File: config.mk
export PLATFORM = sky130hd
export DESIGN_NAME = fpadd_share_ctrl_flat
export DESIGN_NICKNAME = d
export VERILOG_FILES = /design/src/rtl/fpadd_pkg.sv /design/src/rtl/fpadd_share_ctrl_if.sv /design/src/rtl/fpadd_rr_pick.sv /design/src/rtl/fpadd_share_ctrl.sv /design/src/flat_wrapper.sv
export SDC_FILE = /design/constraint.sdc
export NUM_CORES = 1
export LEC_CHECK = 0
export ABC_CLOCK_PERIOD_IN_PS = 5550
export CAP_MARGIN = 20
export CORE_AREA = 2 2 127 129
export CTS_BUF_LIST = sky130_fd_sc_hd__clkbuf_4 sky130_fd_sc_hd__clkbuf_8
export CTS_CLUSTER_SIZE = 10
export DETAILED_ROUTE_END_ITERATION = 12
export DIE_AREA = 0 0 129 131
export GPL_TIMING_DRIVEN = 0
export PLACE_DENSITY = 0.66
export SLEW_MARGIN = 15
export SYNTH_ARGS = -nofsm -noshare
export SYNTH_HDL_FRONTEND = slang
export SYNTH_SLANG_ARGS = --single-unit
File: constraint.sdc
create_clock -name clock -period 5.55 [get_ports clock]
set_input_delay 0.555 -clock clock [delete_from_list [all_inputs] [get_ports clock]]
set_output_delay 0.555 -clock clock [all_outputs]
set_load 0.005 [all_outputs]
File: src/rtl/fpadd_pkg.sv
// Shared types for the FP adder sharing controller and the adder datapath.
package fpadd_pkg;

    typedef enum logic [1:0] {
        IDLE,
        ISSUE,
        WAIT,
        RESP
    } state_t;

    localparam logic [31:0] FP_QNAN = 32'h7FC0_0000;

    typedef struct packed {
        logic        sign;
        logic [7:0]  exponent;
        logic [22:0] mantissa;
    } float32_t;

endpackage

File: src/rtl/fpadd_share_ctrl_if.sv
// Requester-side operand and response handshakes of the shared FP adder.
interface fpadd_share_ctrl_if #(
    parameter int NREQ = 2
);
    logic [NREQ-1:0]       req_valid;
    logic [NREQ-1:0]       req_ready;
    logic [NREQ-1:0][31:0] req_a;
    logic [NREQ-1:0][31:0] req_b;
    logic [NREQ-1:0]       rsp_valid;
    logic [NREQ-1:0]       rsp_ready;
    logic [31:0]           rsp_result;
    logic                  rsp_err;

    modport master (
        output req_valid, req_a, req_b, rsp_ready,
        input  req_ready, rsp_valid, rsp_result, rsp_err
    );

    modport slave (
        input  req_valid, req_a, req_b, rsp_ready,
        output req_ready, rsp_valid, rsp_result, rsp_err
    );
endinterface

File: src/rtl/fpadd_rr_pick.sv
// Round-robin search: first valid requester at or above rr_ptr, wrapping.
module fpadd_rr_pick #(
    parameter int NREQ = 2,
    parameter int IW   = (NREQ > 1) ? $clog2(NREQ) : 1
) (
    input  logic [NREQ-1:0] req_valid,
    input  logic [IW-1:0]   rr_ptr,
    output logic [NREQ-1:0] grant,
    output logic [IW-1:0]   grant_idx
);
    logic          found;
    logic [IW-1:0] sel;
    int            idx;

    always_comb begin
        grant     = '0;
        grant_idx = '0;
        found     = 1'b0;
        sel       = '0;
        idx       = 0;
        for (int k = 0; k < NREQ; k++) begin
            idx = (int'(rr_ptr) + k) % NREQ;
            sel = IW'(idx);
            if (!found && req_valid[sel]) begin
                found      = 1'b1;
                grant[sel] = 1'b1;
                grant_idx  = sel;
            end
        end
    end
endmodule

File: src/rtl/fpadd_share_ctrl.sv
// Round-robin sharing of one multi-cycle FP adder with start/done
// sequencing and a watchdog that answers a quiet NaN on a lost done.
module fpadd_share_ctrl
    import fpadd_pkg::*;
#(
    parameter int NREQ    = 2,
    parameter int TIMEOUT = 64
) (
    input  logic                clock,
    input  logic                reset,
    fpadd_share_ctrl_if.slave   bus,
    output logic                add_start,
    output logic [31:0]         add_a,
    output logic [31:0]         add_b,
    input  logic                add_done,
    input  logic [31:0]         add_result,
    output logic                busy
);
    localparam int IW = (NREQ > 1) ? $clog2(NREQ) : 1;
    localparam int CW = $clog2(TIMEOUT);

    state_t          state;
    state_t          state_nx;
    logic [IW-1:0]   rr_ptr;
    logic [IW-1:0]   owner;
    logic [IW-1:0]   grant_idx;
    logic [NREQ-1:0] grant;
    logic [CW-1:0]   cnt;
    float32_t        op_a;
    float32_t        op_b;
    logic [31:0]     result;
    logic            err;
    logic            timeout;
    logic            rsp_fire;
    logic [IW-1:0]   ptr_nx;

    fpadd_rr_pick #(
        .NREQ (NREQ),
        .IW   (IW)
    ) u_pick (
        .req_valid (bus.req_valid),
        .rr_ptr    (rr_ptr),
        .grant     (grant),
        .grant_idx (grant_idx)
    );

    assign timeout  = (cnt == CW'(TIMEOUT - 1));
    assign rsp_fire = bus.rsp_ready[owner];
    assign ptr_nx   = (owner == IW'(NREQ - 1)) ? '0 : owner + 1'b1;

    assign add_a          = op_a;
    assign add_b          = op_b;
    assign bus.rsp_result = result;
    assign bus.rsp_err    = err;

    always_comb begin
        state_nx      = state;
        add_start     = 1'b0;
        busy          = (state != IDLE);
        bus.req_ready = '0;
        bus.rsp_valid = '0;
        unique case (state)
            IDLE: begin
                // Keep ready low while reset is held so no handshake is seen.
                if (!reset) bus.req_ready = grant;
                if (|grant) state_nx = ISSUE;
            end
            ISSUE: begin
                add_start = 1'b1;
                state_nx  = WAIT;
            end
            WAIT: begin
                if (add_done || timeout) state_nx = RESP;
            end
            RESP: begin
                bus.rsp_valid[owner] = 1'b1;
                if (rsp_fire) state_nx = IDLE;
            end
        endcase
    end

    always_ff @(posedge clock or posedge reset) begin
        if (reset) begin
            state  <= IDLE;
            rr_ptr <= '0;
            owner  <= '0;
            cnt    <= '0;
            op_a   <= '0;
            op_b   <= '0;
            result <= '0;
            err    <= 1'b0;
        end else begin
            state <= state_nx;
            unique case (state)
                IDLE: begin
                    if (|grant) begin
                        op_a  <= bus.req_a[grant_idx];
                        op_b  <= bus.req_b[grant_idx];
                        owner <= grant_idx;
                        cnt   <= '0;
                    end
                end
                ISSUE: begin
                end
                WAIT: begin
                    cnt <= cnt + 1'b1;
                    // A done arriving with the timeout still counts as success.
                    if (add_done) begin
                        result <= add_result;
                        err    <= 1'b0;
                    end else if (timeout) begin
                        result <= FP_QNAN;
                        err    <= 1'b1;
                    end
                end
                RESP: begin
                    if (rsp_fire) rr_ptr <= ptr_nx;
                end
            endcase
        end
    end
endmodule
File: src/flat_wrapper.sv
// flat-port wrapper written by rule: the top's interface ports become plain ports
module fpadd_share_ctrl_flat import fpadd_pkg::*;
#(
    parameter int NREQ    = 2,
    parameter int TIMEOUT = 64
)
  (clock, reset, add_start, add_a, add_b, add_done, add_result, busy, bus_req_valid, bus_req_a, bus_req_b, bus_rsp_ready, bus_req_ready, bus_rsp_valid, bus_rsp_result, bus_rsp_err);
  fpadd_share_ctrl_if #(.NREQ(NREQ)) bus_i ();
  input  logic clock;
  input  logic reset;
  output logic add_start;
  output logic [31:0] add_a;
  output logic [31:0] add_b;
  input  logic add_done;
  input  logic [31:0] add_result;
  output logic busy;
  input wire logic [$bits(bus_i.req_valid)-1:0] bus_req_valid;
  input wire logic [$bits(bus_i.req_a)-1:0] bus_req_a;
  input wire logic [$bits(bus_i.req_b)-1:0] bus_req_b;
  input wire logic [$bits(bus_i.rsp_ready)-1:0] bus_rsp_ready;
  output wire logic [$bits(bus_i.req_ready)-1:0] bus_req_ready;
  output wire logic [$bits(bus_i.rsp_valid)-1:0] bus_rsp_valid;
  output wire logic [$bits(bus_i.rsp_result)-1:0] bus_rsp_result;
  output wire logic [$bits(bus_i.rsp_err)-1:0] bus_rsp_err;
  assign bus_i.req_valid = bus_req_valid;
  assign bus_i.req_a = bus_req_a;
  assign bus_i.req_b = bus_req_b;
  assign bus_i.rsp_ready = bus_rsp_ready;
  assign bus_req_ready = bus_i.req_ready;
  assign bus_rsp_valid = bus_i.rsp_valid;
  assign bus_rsp_result = bus_i.rsp_result;
  assign bus_rsp_err = bus_i.rsp_err;
  fpadd_share_ctrl #(.NREQ(NREQ), .TIMEOUT(TIMEOUT)) u_core (.clock(clock), .reset(reset), .bus(bus_i), .add_start(add_start), .add_a(add_a), .add_b(add_b), .add_done(add_done), .add_result(add_result), .busy(busy));
endmodule
==> results summary, run 1 <==
After synthesis the netlist holds a flip-flop and latch count of ~110. Entering global routing, the biggest net connects between 50 and 60 pins. The worst ir drop on vdd is between 0.15 and 0.2 mV. The first-pass GRT wire length came out at 22.6 mm. The count of buffers added by post-CTS timing repair for setup is 0. The largest clock skew in the final design is roughly 11 ps. The routed wire length per instance came out at approximately 16 microns. The instance count of the mapped netlist came out at 419. The hold violation count in the final report came out at 0.

The count of pins on the block boundary is 270. For the pin with the worst max-slew slack, the measured transition is 566 ps. After synthesis the cells add up to approximately 0.0047 sq mm. The via count of the first global-routing pass is about 4,200.

By area the synthesized netlist is led by dfrtp_1 (57%), mux2i_1 (14%), nand2_1 (5.9%). The unique cell type count in the Yosys netlist came out at 32. The clock latency on the worst-skew pair is roughly 370 ps. The shortest clock period the worst path allows after layout is 2950 ps.

The worst hold path belongs to the class flop to flop. The worst max-slew margin expressed relative to the limit is 0.623. Of all cell types, the one taking the most synthesized area is dfrtp_1. The total clock buffers created by CTS is 9. Counting flops with a built-in enable in the synthesized netlist gives 0. Setup repair after global routing left no endpoint under its margin. The number of placement rows is between 40 and 50. The sequential element share of the synthesized area is 0.566.

The tool flagged a number of max-cap violations equal to 0. The count of unresolved DRC violations after routing came out at 0. The maximum net fanout on the critical path is 10. The number of pins with negative max-slew slack in the final report came out at 0. The count of non-filler cells in the finished layout is 919. The final number of setup-violating endpoints is 0. The period utilization is 0.531. The overall die area is between 0.015 and 0.02 sq mm. Counting both buffers and inverters, the worst setup path holds a total of 5. The TritonCTS sink count is between 100 and 150. The run finished with clean final reports.

In this run the standard cell core region covers ~0.016 sq mm. The analysis attributes to cell leakage a power of ~3.5 nW. The element type at the critical path start is a primary input. The first TritonRoute pass finished after 4 iterations.

The worst setup path is captured at an output port. Among all flip-flop cells after synthesis, the most frequent one is dfrtp_1. The count of nets after finishing came out at around 870. By instance count, the leading cell after synthesis is dfrtp_1. The fraction of layout instances using a drive strength above 1 is 0.0512. The repair_antennas step left the layout with diodes totalling 0. The leftover overflow at the end of global routing came out at 0. The family with the most delay on the worst path is buffers and inverters. In the global route stage, overall resource usage came out at 0.173. The number of nets handed over by synthesis was 592. In the synthesized netlist, the cells that appear most often are dfrtp_1 (107), nand2_1 (74), mux2i_1 (67), o21ai_1 (41), o21ai_0 (28). The share of synthesized area in the top cell type comes to 0.566. In this run the tool buffered the top-level ports with 269 buffer cells.

Among all stages on the critical path, the largest delay is contributed by clkdlybuf4s50_1. The fraction of registers with async set/reset is 1.00. The final antenna-violating net count came out at 0. The critical path is of the primary input to output port type. The top achievable clock speed is 0.339 GHz. At the end of routability-driven placement, the weighted congestion stood at approximately 0.76. The via count came out at around 4,200. The data required time at the worst endpoint came out at roughly 5000 ps.

The power density over the cells came out at between 400 and 500 mW/mm^2. The number of warning messages in the yosys log came out at 0. TritonCTS built the clock tree.

For this configuration, the core starts out at a cell density of 0.303. The largest stage delay on the critical path came out at 570 ps. The deepest level of the CTS H-tree came out at 3. Traced cell by cell, the critical path runs through clkdlybuf4s50_1 > inv_2 > o21ai_2 > buf_6 > buf_6 > nor3_1 > clkdlybuf4s50_1. In this run, the number of DRC markers left after iteration 0 of detailed routing was about 170. The routed via count divided by cell count is around 4.6. The critical path data arrival time is between 2000 and 2500 ps.

The count of instances resized after the clock tree is built came out at 0. In this run the deepest clock path goes through 2 buffers. The average cell area after synthesis came out at 11.3 sq um. The setup TNS after final layout is 0 ps.

The cts-stage hold buffer count is 0. The cell sitting at the root of the clock tree is a clkbuf_8. The horizontal extent of the die came out at approximately 130 microns. After clock tree synthesis, the clock-pin slew on the worst setup and hold paths is about 90 ps. The floorplan die height came out at roughly 130 microns.

The number of cells in the design after placement came out at 905. The placed wire-length estimate came out at around 12 mm. The area growth from synthesis to layout is 66.9%.

The total routed wirelength is 15.2 mm. The number of antenna violations at the first check in global routing came out at 0.
-- metal layers --
metal  vias to the layer above  track usage  share of wire
li1                       2034            -              -
met1                      2030        0.210           0.41
met2                       151        0.302           0.51
met3                        21       0.0330          0.061
met4                         0       0.0729          0.022
met5                         -            0              0
-- area by class of cell --
class                   count  area, sq um
plain buffers              28          159
clock buffers              10          138
clock inverters             4         28.8
fillers                  1432         7710
inverters                   5         23.8
multi-input cells         279         1870
flip-flops and latches    107         2680
well taps                 216          270
repair buffers            270         2720
-- logic make-up (layout without fill, tap and decap cells) --
| family | count (synthesis) | count (layout) | share of synthesized area |
|---|---|---|---|
| mux | 68 | 68 | 0.144 |
| xor+xnor | 1 | 1 | 0.00185 |
| compound gates | 116 | 116 | 0.157 |
| flops | 107 | 107 | 0.566 |
| buf+inv | 33 | 317 | 0.0376 |
| simple gates | 88 | 88 | 0.0765 |
| fa+ha+maj | 6 | 6 | 0.0159 |
-- worst register-to-register path, stage by stage, from the launching register on --
cell,delay (ps)
dfrtp_1,390
inv_1,100
ha_1,280
o21ai_1,190
buf_2,290
buf_2,280
buf_2,270
nand2_1,90
o21ai_1,80
-- sequential cells by signal, indices dropped and copies added (netlist names) --
signal,flops
u_core.bus.rsp_result,32
u_core.cnt,6
u_core.add_b,32
u_core.add_a,32
u_core.rr_ptr,1
u_core.bus.rsp_err,1
u_core.state,2
u_core.owner,1
-- report_power, final --
| part | switching [W] | total [W] | internal, W |
|---|---|---|---|
| combinational | 0.000712 | 0.00174 | 0.00103 |
| sequential | 0.000215 | 0.00136 | 0.00114 |
| clock | 0.000264 | 0.000435 | 0.000171 |
-- layout by cell type (no fill, tap or decap), types with 2 or more instances in the layout --
cell type        netlist  layout
nor2_1                 2       2
buf_2                  7       7
clkbuf_1              14      14
buf_6                  5       5
o21ai_0               28      28
o21ai_1               41      41
nand3_1                2       2
mux2i_1               67      67
dfrtp_1              107     107
o21a_1                 2       2
inv_1                  4       3
a21oi_1                2       2
clkbuf_8               0      10
ha_1                   6       6
clkdlybuf4s50_1        0     269
o22a_1                 9       9
nor3_1                 4       4
a22o_1                26      26
nand2_1               74      74
and2_1                 2       2
clkinvlp_4             0       2
a21o_1                 2       2
o21ai_2                2       2
buf_4                  2       2
-- path summary, 6_finish.rpt --
check                           cells after the start  slack, ps                        end              from
worst min register to register                      2        490           u_core.add_a[30]  u_core.add_a[30]
worst min-delay path                                2        490           u_core.add_a[30]  u_core.add_a[30]
worst max-delay path                                7       2600           bus_req_ready[1]  bus_req_valid[0]
max in group asynchronous                           3       4260           u_core.add_a[15]             reset
min in group asynchronous                           2        650  u_core.bus.rsp_result[30]             reset
worst max register to register                      8       3500            u_core.add_a[3]   u_core.state[0]
-- per-stage QoR --
stage	util	instance area (sq um)	hold slack [ps]	power (W)	setup WS [ps]
2_1_floorplan	-	4730	473	0.00206	2180
3_3_place_gp	0.493	7690	462	0.00308	607
3_5_place_dp	0.495	7720	472	0.00314	2570
4_1_cts	0.506	7890	494	0.00359	2560
5_1_grt	0.506	7890	514	0.00379	2490
6_report	0.506	7890	488	0.00353	2600
Power figures use the tool's default switching activity.
==> run 2: changes to the inputs <==
--- a/config.mk
+++ b/config.mk
@@ -5,7 +5,7 @@
 export SDC_FILE = /design/constraint.sdc
 export NUM_CORES = 1
 export LEC_CHECK = 0
-export ABC_CLOCK_PERIOD_IN_PS = 5550
+export ABC_CLOCK_PERIOD_IN_PS = 2900
 export CAP_MARGIN = 20
 export CORE_AREA = 2 2 127 129
 export CTS_BUF_LIST = sky130_fd_sc_hd__clkbuf_4 sky130_fd_sc_hd__clkbuf_8
==> constraint.sdc (replaced) <==
create_clock -name clock -period 2.9 [get_ports clock]
set_input_delay 0.29 -clock clock [delete_from_list [all_inputs] [get_ports clock]]
set_output_delay 0.29 -clock clock [all_outputs]
set_load 0.005 [all_outputs]
==> results summary, run 2 (synthesized netlist as in run 1, its figures left out) <==
The most prevalent standard cell on the critical path is inv_1. Once detail routing completed, the nets flagged for antenna violations numbered 0. The final number of setup-violating endpoints came out at 0. From bottom edge to top edge, the die measures 131 microns. The maximum net fanout on the critical path came out at 6. The leftover overflow at the end of global routing came out at 0.

In this run the critical register-to-register path is captured at u_core.add_a[1]. The clock-pin transition on the worst setup and hold timing paths is around 100 ps. The hold violation count in the final report was 0.

Summed over all layers, the routed wires come to around 15 mm. The slowest cell on the critical path is clkdlybuf4s50_1. Setup repair after global routing left no endpoint under its margin. The setup TNS after final layout came out at 0 ps. The placeable core region is 0.0156 sq mm. The via count came out at ~4,200.

The overall track demand over capacity in global routing is 0.175. The worst ir drop on vdd is between 0.3 and 0.4 mV. In this run the power density over the cells is ~860 mW/mm^2. The shortest clock period the worst path allows after layout came out at around 2600 ps. The slack of the worst reg-to-reg path is between 800 and 900 ps. The count of maximum capacitance violations came out at 0. The maximum root-to-sink buffer count is 2. The count of unresolved DRC violations after routing came out at 0.

The critical path goes through inv_1 > ha_1 > inv_1 > a2111oi_0 > clkdlybuf4s50_1. The initial standard-cell utilization of the core came out at 0.303. In the layout the commonest cells are clkdlybuf4s50_1 (269), dfrtp_1 (107), nand2_1 (74). In the final layout, the share of cells above drive strength 1 is 0.0566. The routed via count divided by cell count is roughly 4.6. The largest clock skew in the final design is between 8 and 9 ps.

The library cell used most frequently in the layout, excluding fill and tap cells, is clkdlybuf4s50_1. The later pin in the worst-skew pair is clocked with a latency of roughly 380 ps. The maximum number of pins on one net before global-route repair is 37. The worst max-slew margin expressed relative to the limit is 0.597.

The die covers ~0.017 sq mm. The final weighted congestion of routability-driven global placement came out at between 0.7 and 0.8. The power after layout came out at approximately 0.0068 W. The count of instances resized after the clock tree is built came out at 0. Summed over all nets, the half-perimeter wirelength after detailed placement is roughly 12 mm. The horizontal extent of the die came out at ~130 microns. The type of destination of the critical path is an output port. The category of the critical setup timing path is flop to output port.

In the final routed layout, each cell accounts on average for between 15 and 20 microns. The worst hold path belongs to the class primary input to asynchronous set/reset pin. The count of pins on the block boundary is between 200 and 300. On the worst path, the slowest cell contributes a delay of about 600 ps. The top achievable clock speed is roughly 0.39 GHz. The TritonCTS clock tree is built.

From synthesis to final layout, the design area changed by 67.7%. The critical path data arrival time came out at between 2000 and 2500 ps. The worst setup path is launched from a flop. The first global-routing pass estimated 22.9 mm of wire. The TritonCTS sink count is approximately 110. The number of pins with negative max-slew slack in the final report came out at 0. CTS placed an instance of clkbuf_8 at the clock tree root.

The antenna diode count is 0. The count of nets after finishing came out at 875. The total buffers and inverters traversed by the critical path is 3. In this run the core area contains between 40 and 50 standard-cell rows. Among cell families on the critical path, the largest total delay comes from buffers and inverters. The flow ran to the end, and the final reports show no timing, DRC or antenna violations. At the pin with the least slew margin, the transition time is 605 ps.

The clock tree synthesis step divided the H-tree into 3 levels. The number of DRC markers in iteration 0 is 94. The number of antenna violations at the first check in global routing was 0. The via count of the first global-routing pass came out at 4,434. The count of cells along the worst register-to-register path is 8.

The number of port buffers came out at about 270. The static leakage came out at 3.51 nW. The count of buffers added by post-CTS timing repair for setup is 0. The data required time at the worst endpoint came out at roughly 2600 ps. The number of clock buffers added by TritonCTS is 9.

The number of hold buffers added after CTS was 0. The length of the first detailed-routing pass in iterations came out at 6. The worst flop-to-flop path startpoint is u_core.state[0]. In the finished design, the share of the clock period the worst path needs comes to 0.894.
-- run 2: cell types whose count changed in the layout (fill, tap and decap cells not counted) --
cell        change
buf_16          -1
clkinvlp_4      -1
inv_6           +2
buf_12          +3
clkbuf_8        -1
clkinv_2        +2
-- run 2: worst reg2reg max path, cell delays in order, from the launching register on --
cell and delay [ps]:
dfrtp_1 400, inv_1 110, ha_1 270, o21ai_1 180, buf_2 300, buf_2 290, buf_2 280, nand2_1 80
o21ai_1 80
-- run 2: per-stage QoR --
step	cell area, sq um	hold slack, ps	cells	setup slack [ps]	utilization
after floorplan	4730	430	419	1260	-
after global routing	7930	380	923	144	0.508
after CTS	7930	333	923	292	0.508
after global placement	7690	462	904	236	0.493
after detailed placement	7750	469	907	501	0.497
final	7930	343	923	308	0.508
-- run 2: worst max-delay path by stage --
stage                     startpoint               end  slack (ps)  cells after the start
finish               u_core.state[0]  bus_req_ready[0]         310                      5
CTS                  u_core.state[0]  bus_req_ready[0]         290                      5
detailed placement  bus_req_valid[0]  bus_req_ready[1]         500                      7
global route         u_core.state[0]  bus_req_ready[0]         140                      5
floorplan            u_core.state[0]     u_core.cnt[2]        1260                      6
global placement               reset  u_core.add_b[25]         240                      2
-- run 2: area by class of cell --
cell class	instances	area (sq um)
Fill cell	1444	7670
Timing Repair Buffer	272	2750
Sequential cell	107	2680
Multi-Input combinational cell	279	1870
Tap cell	216	270
Buffer	28	159
Clock buffer	9	124
Clock inverter	7	50.0
Inverter	5	22.5
-- run 2: power by group --
group | internal (W) | switching [W] | total [W]
combinational | 0.00197 | 0.00137 | 0.00335
clock | 0.000320 | 0.000550 | 0.000870
sequential | 0.00219 | 0.000409 | 0.00260
-- run 2: per-layer routing --
layer / track usage / part of all wire
met5: 0 / 0
met4: 0.0627 / 0.017
met3: 0.0366 / 0.061
met2: 0.311 / 0.52
met1: 0.209 / 0.41
